## src/rtl/uart_tx_arbiter.sv

```systemverilog
// Round-robin arbiter that shares one UART transmitter between NUM_REQ byte-stream
// requesters. The grant is held for a whole frame, so multi-byte frames are never interleaved.
module uart_tx_arbiter #(
  parameter int NUM_REQ = 4,
  parameter int TIMEOUT = 255
) (
  input  logic                 clk,
  input  logic                 rst,
  input  logic [NUM_REQ-1:0]   req_valid,
  input  logic [8*NUM_REQ-1:0] req_data,
  input  logic [NUM_REQ-1:0]   req_last,
  output logic [NUM_REQ-1:0]   req_ready,
  input  logic                 tx_idle_ready,
  output logic                 tx_start,
  output logic [7:0]           tx_data,
  output logic                 busy,
  output logic [2:0]           grant_id,
  output logic [7:0]           timeout_count
);

  typedef enum logic [1:0] {IDLE, SEND, GUARD} state_t;

  state_t      state, state_nxt;
  logic [2:0]  rr_ptr, rr_ptr_nxt, grant_nxt, pick;
  logic        pick_found;
  logic [15:0] idle_cnt, idle_cnt_nxt;
  logic        last_q, last_nxt;
  logic        tx_start_nxt;
  logic [7:0]  tx_data_nxt, timeout_count_nxt;
  logic        sel_valid, sel_last;
  logic [7:0]  sel_data;
  logic        accept, timed_out;

  function automatic logic [2:0] wrap_inc(input logic [2:0] v);
    return (int'(v) == NUM_REQ - 1) ? 3'd0 : v + 3'd1;
  endfunction

  // First requesting index at or above rr_ptr, wrapping modulo NUM_REQ.
  always_comb begin
    pick       = '0;
    pick_found = 1'b0;
    for (int k = 0; k < NUM_REQ; k++) begin
      if (!pick_found && req_valid[(int'(rr_ptr) + k) % NUM_REQ]) begin
        pick       = 3'((int'(rr_ptr) + k) % NUM_REQ);
        pick_found = 1'b1;
      end
    end
  end

  always_comb begin
    sel_valid = 1'b0;
    sel_last  = 1'b0;
    sel_data  = '0;
    for (int i = 0; i < NUM_REQ; i++) begin
      if (grant_id == 3'(i)) begin
        sel_valid = req_valid[i];
        sel_last  = req_last[i];
        sel_data  = req_data[8*i +: 8];
      end
    end
  end

  assign accept    = (state == SEND) && sel_valid && tx_idle_ready;
  assign timed_out = (state == SEND) && !sel_valid && (idle_cnt == 16'(TIMEOUT - 1));
  assign busy      = (state != IDLE);

  always_comb begin
    req_ready = '0;
    for (int i = 0; i < NUM_REQ; i++) begin
      if (state == SEND && grant_id == 3'(i)) req_ready[i] = req_valid[i] & tx_idle_ready;
    end
  end

  // Idle counting only tracks a silent requester; a UART stall with data present clears it.
  always_comb begin
    state_nxt         = state;
    grant_nxt         = grant_id;
    rr_ptr_nxt        = rr_ptr;
    idle_cnt_nxt      = idle_cnt;
    last_nxt          = last_q;
    tx_start_nxt      = 1'b0;
    tx_data_nxt       = tx_data;
    timeout_count_nxt = timeout_count;
    case (state)
      IDLE: begin
        idle_cnt_nxt = '0;
        if (pick_found) begin
          grant_nxt = pick;
          state_nxt = SEND;
        end
      end
      SEND: begin
        if (accept) begin
          tx_start_nxt = 1'b1;
          tx_data_nxt  = sel_data;
          last_nxt     = sel_last;
          idle_cnt_nxt = '0;
          state_nxt    = GUARD;
        end else if (timed_out) begin
          idle_cnt_nxt = '0;
          rr_ptr_nxt   = wrap_inc(grant_id);
          state_nxt    = IDLE;
          if (timeout_count != 8'hFF) timeout_count_nxt = timeout_count + 8'd1;
        end else if (sel_valid) begin
          idle_cnt_nxt = '0;
        end else begin
          idle_cnt_nxt = idle_cnt + 16'd1;
        end
      end
      GUARD: begin
        idle_cnt_nxt = '0;
        if (last_q) begin
          rr_ptr_nxt = wrap_inc(grant_id);
          state_nxt  = IDLE;
        end else begin
          state_nxt  = SEND;
        end
      end
      default: state_nxt = IDLE;
    endcase
  end

  always_ff @(posedge clk or negedge rst) begin
    if (!rst) begin
      state         <= IDLE;
      grant_id      <= '0;
      rr_ptr        <= '0;
      idle_cnt      <= '0;
      last_q        <= 1'b0;
      tx_start      <= 1'b0;
      tx_data       <= '0;
      timeout_count <= '0;
    end else begin
      state         <= state_nxt;
      grant_id      <= grant_nxt;
      rr_ptr        <= rr_ptr_nxt;
      idle_cnt      <= idle_cnt_nxt;
      last_q        <= last_nxt;
      tx_start      <= tx_start_nxt;
      tx_data       <= tx_data_nxt;
      timeout_count <= timeout_count_nxt;
    end
  end

endmodule

```

## config.mk

```make
export PLATFORM = sky130hd
export DESIGN_NAME = uart_tx_arbiter
export DESIGN_NICKNAME = d
export VERILOG_FILES = /design/src/rtl/uart_tx_arbiter.sv
export SDC_FILE = /design/constraint.sdc
export NUM_CORES = 1
export LEC_CHECK = 0
export CELL_PAD_IN_SITES_DETAIL_PLACEMENT = 1
export CELL_PAD_IN_SITES_GLOBAL_PLACEMENT = 1
export CORE_UTILIZATION = 32
export DETAILED_ROUTE_END_ITERATION = 8
export MAX_ROUTING_LAYER = met4
export PLACE_DENSITY_LB_ADDON = 0.1
export SYNTH_ARGS = -nofsm -noshare
export SYNTH_HDL_FRONTEND = slang
export SYNTH_SLANG_ARGS = --single-unit
```

## constraint.sdc

```tcl
create_clock -name clk -period 2 [get_ports clk]
set_input_delay 0.3 -clock clk [delete_from_list [all_inputs] [get_ports clk]]
set_output_delay 0.3 -clock clk [all_outputs]
set_load 0.02 [all_outputs]
```

# Yosys cells after proc, flatten, opt, wreduce, memory -nomap -nowiden
# Index checks and enable logic that the tools add are counted.
# op_classes
n_bitwise	8
n_reduce_logical	29
muxes	51
n_eq_ne	13
addsub	6
magnitude_cmp	4
# op_table
operator	n
16-bit 2-to-1 mux	3
8-bit 2-to-1 mux	4
16-bit one-hot mux with 2 select lines	1
1-bit 2-to-1 mux	26
16-bit by 1-bit adder with 16-bit output, second input constant	1
16-bit by 8-bit == test with 1-bit output, second input constant	1
2-bit 2-to-1 mux	8
3-bit by 4-bit less-than comparator with 1-bit output, second input constant	3
1-bit logical AND	11
3-bit 2-to-1 mux	3
8-bit by 1-bit adder with 8-bit output, second input constant	1
1-bit binary-select mux with 2-bit select	4
2-bit != test, second input constant	4
8-bit != test, second input constant	1
4-bit AND reduction	2
2-bit OR reduction	4
3-bit by 2-bit == test with 1-bit output, second input constant	2
2-bit one-hot mux with 3 select lines	1
2-bit AND reduction	3
2-bit nonzero test	3
2-bit by 1-bit adder with 2-bit output, second input constant	2
2-bit adder, second input constant	2
1-bit bitwise AND	4
1-bit zero test	4
other kinds (11)	13
# word_totals
wordCells	119
input_bits	43
output_inout_bits	25
regBits	41

# Longest topological paths before layout
# Gate-level depths: netlist of run 1.
# logic_depth
ltp_word	16
depth_mapped	8
mapped_depth_nobuf	7

# Least setup slack after synthesis of run 1
# Ideal clock, no wire load.
# synth_path
kind	reg2reg
startpoint	register grant_id[1]
endpoint	register timeout_count[1]
setup_ps	128
stages_incl_launch_ff	9
required_time_ps	1872
period_less_slack_ps	2334
n_path_buf	1
arrival_ps	2206
path_slack_ps	-334
cell_sequence	dfrtp_1 -> inv_1 -> ha_1 -> a211oi_2 -> a211oi_2 -> or3_1 -> buf_6 -> nor2_2 -> mux2_1
# synth_via
elab_chain_cells	9
word_cells_on_any_way	15
classes_between	eq/ne (3); mux (4); bitwise (1); reduce/logical (7)
# synth_rtl
item	line	text
start: declaration	17	output logic [2:0] grant_id,
start signal: assignment	135	grant_id <= grant_nxt;
3-bit zero test	55	if (grant_id == 3'(i)) begin
1-bit 2-to-1 mux (3 in a row)	55	
1-bit 2-to-1 mux *	55	
1-bit zero test or 1-bit logical AND (tied branches)	64, 63	
1-bit logical AND (on tied branches)	64, 63	
1-bit logical AND or 1-bit NOT (tied branches)	-	
4-bit AND reduction (no line) *	-	
end signal: assignment	141	timeout_count <= timeout_count_nxt;
end: declaration	18	output logic [7:0] timeout_count
# Mark *: on every way between the ends. The rest lies on a longest branch, timed or not.
# A chain may end at the register's enable or synchronous reset.

# Final worst setup path of run 1
# Same ends and word-level chain as after synthesis.

==> results of run 1 <==
[registers in the layout (all words and copies together) (netlist names)]
signal	cells
grant_id	2
idle_cnt	16
last_q	1
rr_ptr	2
state	2
timeout_count	8
tx_data	8
tx_start	1
[metal layers]
layer  up-vias  share of wire [%]
met5         -                  0
met4         0                1.4
met3        10                3.0
met2        60                 52
met1      1286                 43
li1       1236                  -
[cell type report]
class	instances	area, um2
Fill cell	773	3058
Multi-Input combinational cell	207	1712
Timing Repair Buffer	128	1265
Sequential cell	40	1003
Tap cell	99	123.9
Clock buffer	5	68.82
Clock inverter	2	60.06
Inverter	10	40.04
[kinds of logic (layout without fill, tap and decap cells)]
group / count (synthesis) / count (layout) / share of synthesized area, %
simple gates: 111 / 111 / 24.92
compound gates: 76 / 76 / 20.26
flops: 40 / 40 / 41.03
buf+inv: 28 / 145 / 5.230
fa+ha+maj: 7 / 7 / 3.590
mux: 7 / 7 / 3.026
xor+xnor: 5 / 5 / 1.795
other cells: 1 / 1 / 0.1537
[worst max-delay path by stage]
stage	from	endpoint	slack (ns)	depth (start not counted)
6_report	grant_id[1]	timeout_count[1]	-0.15	7
5_1_grt	grant_id[1]	idle_cnt[4]	-0.20	10
4_1_cts	grant_id[1]	idle_cnt[4]	-0.10	10
3_5_place_dp	req_valid[1]	rr_ptr[1]	-0.36	6
3_3_place_gp	req_valid[1]	rr_ptr[1]	-0.31	6
2_1_floorplan	grant_id[1]	timeout_count[1]	-0.1	8
[report_power, final]
part	internal (W)	total (W)	switching (W)
sequential	0.000995	0.00119	0.000193
clock	0.000492	0.000800	0.000308
combinational	0.00181	0.00349	0.00168
total	0.00329	0.00547	0.00218
[metrics by stage]
step           total power (W)  setup slack (ns)  cell area [um2]  cells  hold slack [ns]
6_report              0.005474           -0.1465             4273    491          0.03648
5_1_grt               0.005783           -0.2028             4273    491          0.09643
4_1_cts               0.004974           -0.1034             4003    487          0.06934
3_5_place_dp          0.003482           -0.3566             3513    464           0.3903
3_3_place_gp          0.003429           -0.3087             3513    464           0.3938
2_1_floorplan         0.002441          -0.09732             2479    275         0.004409
[critical path, cell delays in order (launching register included)]
cell      delay (ns)
dfrtp_2         0.46
buf_6           0.14
ha_4            0.17
a211oi_4        0.24
a211oi_4        0.12
or3_4           0.45
nor2_4          0.14
mux2_4          0.31
[Yosys cell counts (2+ instances only)]
library cell	instances	area share, %
dfrtp_1	40	41
a21oi_1	31	6.4
nand2_1	25	3.8
nor2_1	19	2.9
nand3_1	15	3.1
a31oi_1	11	2.8
nor3_1	11	2.3
inv_1	10	1.5
nor2b_1	10	2.6
clkbuf_1	9	1.4
o21ai_0	9	1.8
a221oi_1	8	2.9
ha_1	7	3.6
and3_1	5	1.3
buf_2	5	1.0
mux2i_1	4	1.6
nand2b_1	4	1.0
nand3b_1	4	1.2
a211oi_2	3	1.5
a41oi_1	3	1.1
nand4_1	3	0.77
nor4_1	3	0.77
nor4b_2	3	1.8
xor2_1	3	1.1
a2111oi_0	2	0.72
buf_4	2	0.62
mux2_2	2	0.92
o311ai_0	2	0.72
o31ai_1	2	0.62
o41ai_1	2	0.72
xnor2_1	2	0.72
[cell usage in the layout, fill, tap and decap left out, types with 5 or more instances in the layout]
| cell type | n |
|---|---|
| a21oi_1 | 15 |
| a21oi_2 | 16 |
| a221oi_1 | 8 |
| a31oi_1 | 10 |
| and3_1 | 5 |
| buf_4 | 41 |
| buf_6 | 15 |
| clkbuf_8 | 5 |
| clkdlybuf4s50_1 | 60 |
| dfrtp_1 | 38 |
| inv_1 | 7 |
| nand2_1 | 25 |
| nand3_1 | 10 |
| nand3_2 | 5 |
| nor2_1 | 10 |
| nor2_4 | 8 |
| nor2b_1 | 8 |
| nor3_1 | 11 |
[timing repair]
item,4_1_cts,5_1_grt
resized for setup,56,56
pin swaps,19,14
setup endpoints to repair,38,40
cloned,3,2
setup buffers,14,3
endpoints found under the hold margin,0,0
==> flow_metrics.tcl, run 1 <==
set metrics [dict create \
    peakVddDrop_mv 0.5279 \
    drive_above_1_share_pct 37.24 \
    grt_use_met1_pct 25.97 \
    die_h_um 89.32 \
    hold_buffers 0 \
    crit_required_ns 2.19 \
    syn_inst 275 \
    top_usage_layer "met2" \
    clock-skew-final_ns 0.008920 \
    ys_seq_area_share_pct 41.03 \
    ys_ff_latch 40 \
    cp_data_arrival_time_ns 2.34 \
    vias 2592 \
    endpoint_kind "flop" \
    grt_pass1_wl_mm 13.04 \
    power_density_nw_per_um2 1281 \
    synth-async-reset-ratio_pct 100.0 \
    drtIter0Drc 72 \
    grt_max_degree 30 \
    synth_area_um2 2440 \
    critPathMaxFanout 5 \
    htreeDepth 2 \
    rows 31 \
    critPathLaunchType "flop" \
    hpwlAfterDp_mm 5.379 \
    fmax_mhz 465.9 \
    finalCriticalPeriod_ns 2.146 \
    initial_core_util_pct 33.28 \
    wl_mm 8.510 \
    critical_path_class "reg2reg" \
    dieArea_um2 7978 \
    synth.net_count 325 \
    hold_viol 0 \
    port_buffers 66 \
    dieWidth_um 89.32 \
    rsz0062_at_grt "true" \
    syn_avg_cell_area_um2 8.872 \
    core_area_um2 7331 \
    path_clk_slew_ns 0.09 \
    cts.path.max_buffers 2 \
    drt_pass1_iterations 5 \
    yosysWarningCount 0 \
    r2r_slack_ns -0.15 \
    grtUsageMet3_pct 3.786 \
    final_util_pct 58.29 \
    nets 442 \
    maxCapViolations 0 \
    antenna_left 0 \
    grt_antenna_before_repair 0 \
    grt_pass1_vias 2616 \
    timing.final.crit_share_pct 107.3 \
    via_per_inst 5.279 \
    wire_per_inst_um 17.33 \
    cts_tree "yes" \
    place_congestion 0.7822 \
    reg2reg_depth 7 \
    leakage_nw 1.672 \
    cts_buffers 5 \
    r2r_start "grant_id[1]" \
    status "finished with violations" \
    overflow 0 \
    grtUsageTotal_pct 22.34 \
    setup_ws_ns -0.1465 \
    max_slew_margin_pct 49.26 \
    gr-usage-met2_pct 39.56 \
    synthFlopType "dfrtp_1" \
    io_pins 68 \
    synth_edf_count 0 \
    slew_viol_final 0 \
    root_buffer "clkbuf_8" \
    synthDistinctLibCells 47 \
    drc 0 \
    worst_pin_slew_ns 0.7542 \
    syn2layout_area_growth_pct 75.13 \
    fin_tns_setup_ns -2.884 \
    antennaDiodeCount 0 \
    cts_num_sinks 40 \
    insertion_delay_ns 0.30 \
    hold_path.class "in2async" \
    setup_viol 37 \
    r2r-end "timeout_count[1]" \
    violations "setup timing" \
]
Note: power is estimated with default switching activity, not from simulation.
==> run 2, diff against run 1 <==
- SETUP_SLACK_MARGIN: unset -> 0.5
==> run 2 against run 1 <==
Effect of this change:
- the flow still finishes with violations (setup timing)
- clock skew decreased by 0.0029 ns
- via count fell by 2.2%
- sequential power is essentially flat
- cell area is 1.3% lower
- sequential share of layout area increased by 0.31 points
- first-iteration DRC count shrank 26%
- setup slack lost 0.021 ns
- power shrank 6.7%
- highest routed layer unchanged
- count of clock-buffer cells in the layout grew 1
==> flow_metrics.tcl, run 2 (synthesis results as in run 1) <==
set metrics [dict create \
    status "finished with violations" \
    violations "setup timing" \
    drc 0 \
    critical_path_class "reg2reg" \
    insertion_delay_ns 0.30 \
    place_congestion 0.8538 \
    hpwlAfterDp_mm 5.688 \
    top_register "idle_cnt" \
    cts_tree "yes" \
    power_density_nw_per_um2 1211 \
    initial_core_util_pct 33.28 \
    crit_family "buffers and inverters" \
    crit_chain "inv_2, ha_4, nand3b_1, a211oi_2, buf_4, a211oi_4, buf_6, buf_4, a31oi_4, a31oi_1" \
    rows 31 \
    timing.final.crit_share_pct 108.4 \
    grt_pass1_wl_mm 12.88 \
    critPathMaxFanout 5 \
    wire_per_inst_um 16.54 \
    htreeDepth 2 \
    dpl.cell_count 471 \
    reg.largest.list "idle_cnt x16, timeout_count x8, tx_data x8" \
    overflow 0 \
    io_pins 68 \
    grt_max_degree 23 \
    setup_ws_ns -0.1677 \
    largest_reg_flops 16 \
    grtUsageTotal_pct 21.70 \
    vias 2534 \
    peakVddDrop_mv 0.6152 \
    fin_cells 495 \
    via_per_inst 5.119 \
    max_slew_margin_pct 52.62 \
    maxCapViolations 0 \
    dieArea_um2 7978 \
    path_buf_inv 4 \
    hold_viol 0 \
    dieWidth_um 89.32 \
    antennaDiodeCount 0 \
    syn2layout_area_growth_pct 72.87 \
    critPathLaunchType "flop" \
    clock-skew-final_ns 0.006069 \
    crit_slowest_cell "dfrtp_2" \
    drt_pass1_iterations 6 \
    setup_viol 32 \
    endpoint_kind "flop" \
    worst_pin_slew_ns 0.7053 \
    drive_above_1_share_pct 39.39 \
    final_common_cell "buf_4" \
    drtIter0Drc 53 \
    path_clk_slew_ns 0.08 \
    wl_mm 8.187 \
    finalCriticalPeriod_ns 2.168 \
    cts_num_sinks 40 \
    rsz0062_at_grt "true" \
    port_buffers 66 \
    critPathMaxStageDelay_ns 0.45 \
    die_h_um 89.32 \
    fin_hold_ws_ns 0.5008 \
    path_common_cell "buf_4" \
    nets 445 \
    nFillCells 792 \
    cp_data_arrival_time_ns 2.34 \
    core_area_um2 7331 \
    cts.path.max_buffers 2 \
    power_w 0.005106 \
    antenna_left 0 \
    slew_viol_final 0 \
    grt_antenna_before_repair 0 \
    leakage_nw 1.689 \
    fmax_mhz 461.3 \
    cts_buffers 5 \
    root_buffer "clkbuf_8" \
    crit_required_ns 2.17 \
    final_cell_mix "buf_4, clkdlybuf4s50_1, dfrtp_1" \
    hold_path.class "reg2reg" \
    grt_pass1_vias 2664 \
]
## run 2: repair_timing
action                     in CTS  in global routing
hold buffers                    1                  0
buffers inserted                8                  5
hold endpoints to repair       20                  0
resized for setup              70                 81
setup endpoints to repair      62                 46
pin swaps                       7                 17
gates cloned                    1                  1
## run 2: stage by stage
stage	instance area [um2]	setup WS, ns	setup TNS [ns]	utilization (%)
finish	4218	-0.1677	-2.604	57.54
global route	4218	-0.2312	-5.352	57.54
CTS	3849	-0.08381	-1.564	52.50
global placement	3568	-0.2534	-3.676	48.68
floorplan	2516	-0.09732	-0.4269	-
detailed placement	3568	-0.3060	-4.906	48.68
## run 2: per-layer routing
layer / global-route usage [%] / wire length (um) / vias to the layer above
met1: 28.03 / 3746 / 1227
li1: - / - / 1240
met4: 5.195 / 50 / 0
met3: 3.416 / 238 / 5
met5: - / 0 / -
met2: 35.67 / 4152 / 62
## run 2: power by group
group / internal [W] / switching [W] / total, W
Combinational: 0.00169 / 0.00165 / 0.00333
Clock: 0.000276 / 0.000299 / 0.000575
Sequential: 0.000995 / 0.000202 / 0.00120
## run 2: worst reg2reg max path: stages (launching register included)
cell	delay (ns)
dfrtp_2	0.45
inv_2	0.08
ha_4	0.18
nand3b_1	0.21
a211oi_2	0.35
buf_4	0.21
a211oi_4	0.05
buf_6	0.16
buf_4	0.15
a31oi_4	0.15
a31oi_1	0.05
## run 2: final cells by class
| cell class | count | area [um2] | area share [%] |
|---|---|---|---|
| tap | 99 | 123.9 | 2.937 |
| multi-input combinational | 207 | 1695 | 40.20 |
| inverter | 10 | 42.54 | 1.009 |
| timing repair buffer | 131 | 1260 | 29.87 |
| clock buffer | 6 | 82.58 | 1.958 |
| sequential | 40 | 1003 | 23.79 |
| clock inverter | 2 | 10.01 | 0.2373 |
## run 2: worst paths after layout
kind | slack (ns) | depth (start not counted) | end | startpoint
worst max-delay path | -0.17 | 10 | idle_cnt[9] | grant_id[1]
worst min register to register | 0.50 | 1 | timeout_count[6] | timeout_count[6]
max in group asynchronous | 0.90 | 3 | rr_ptr[1] | rst
worst min-delay path | 0.50 | 1 | timeout_count[6] | timeout_count[6]
worst max register to register | -0.17 | 10 | idle_cnt[9] | grant_id[1]
min in group asynchronous | 0.51 | 2 | timeout_count[7] | rst
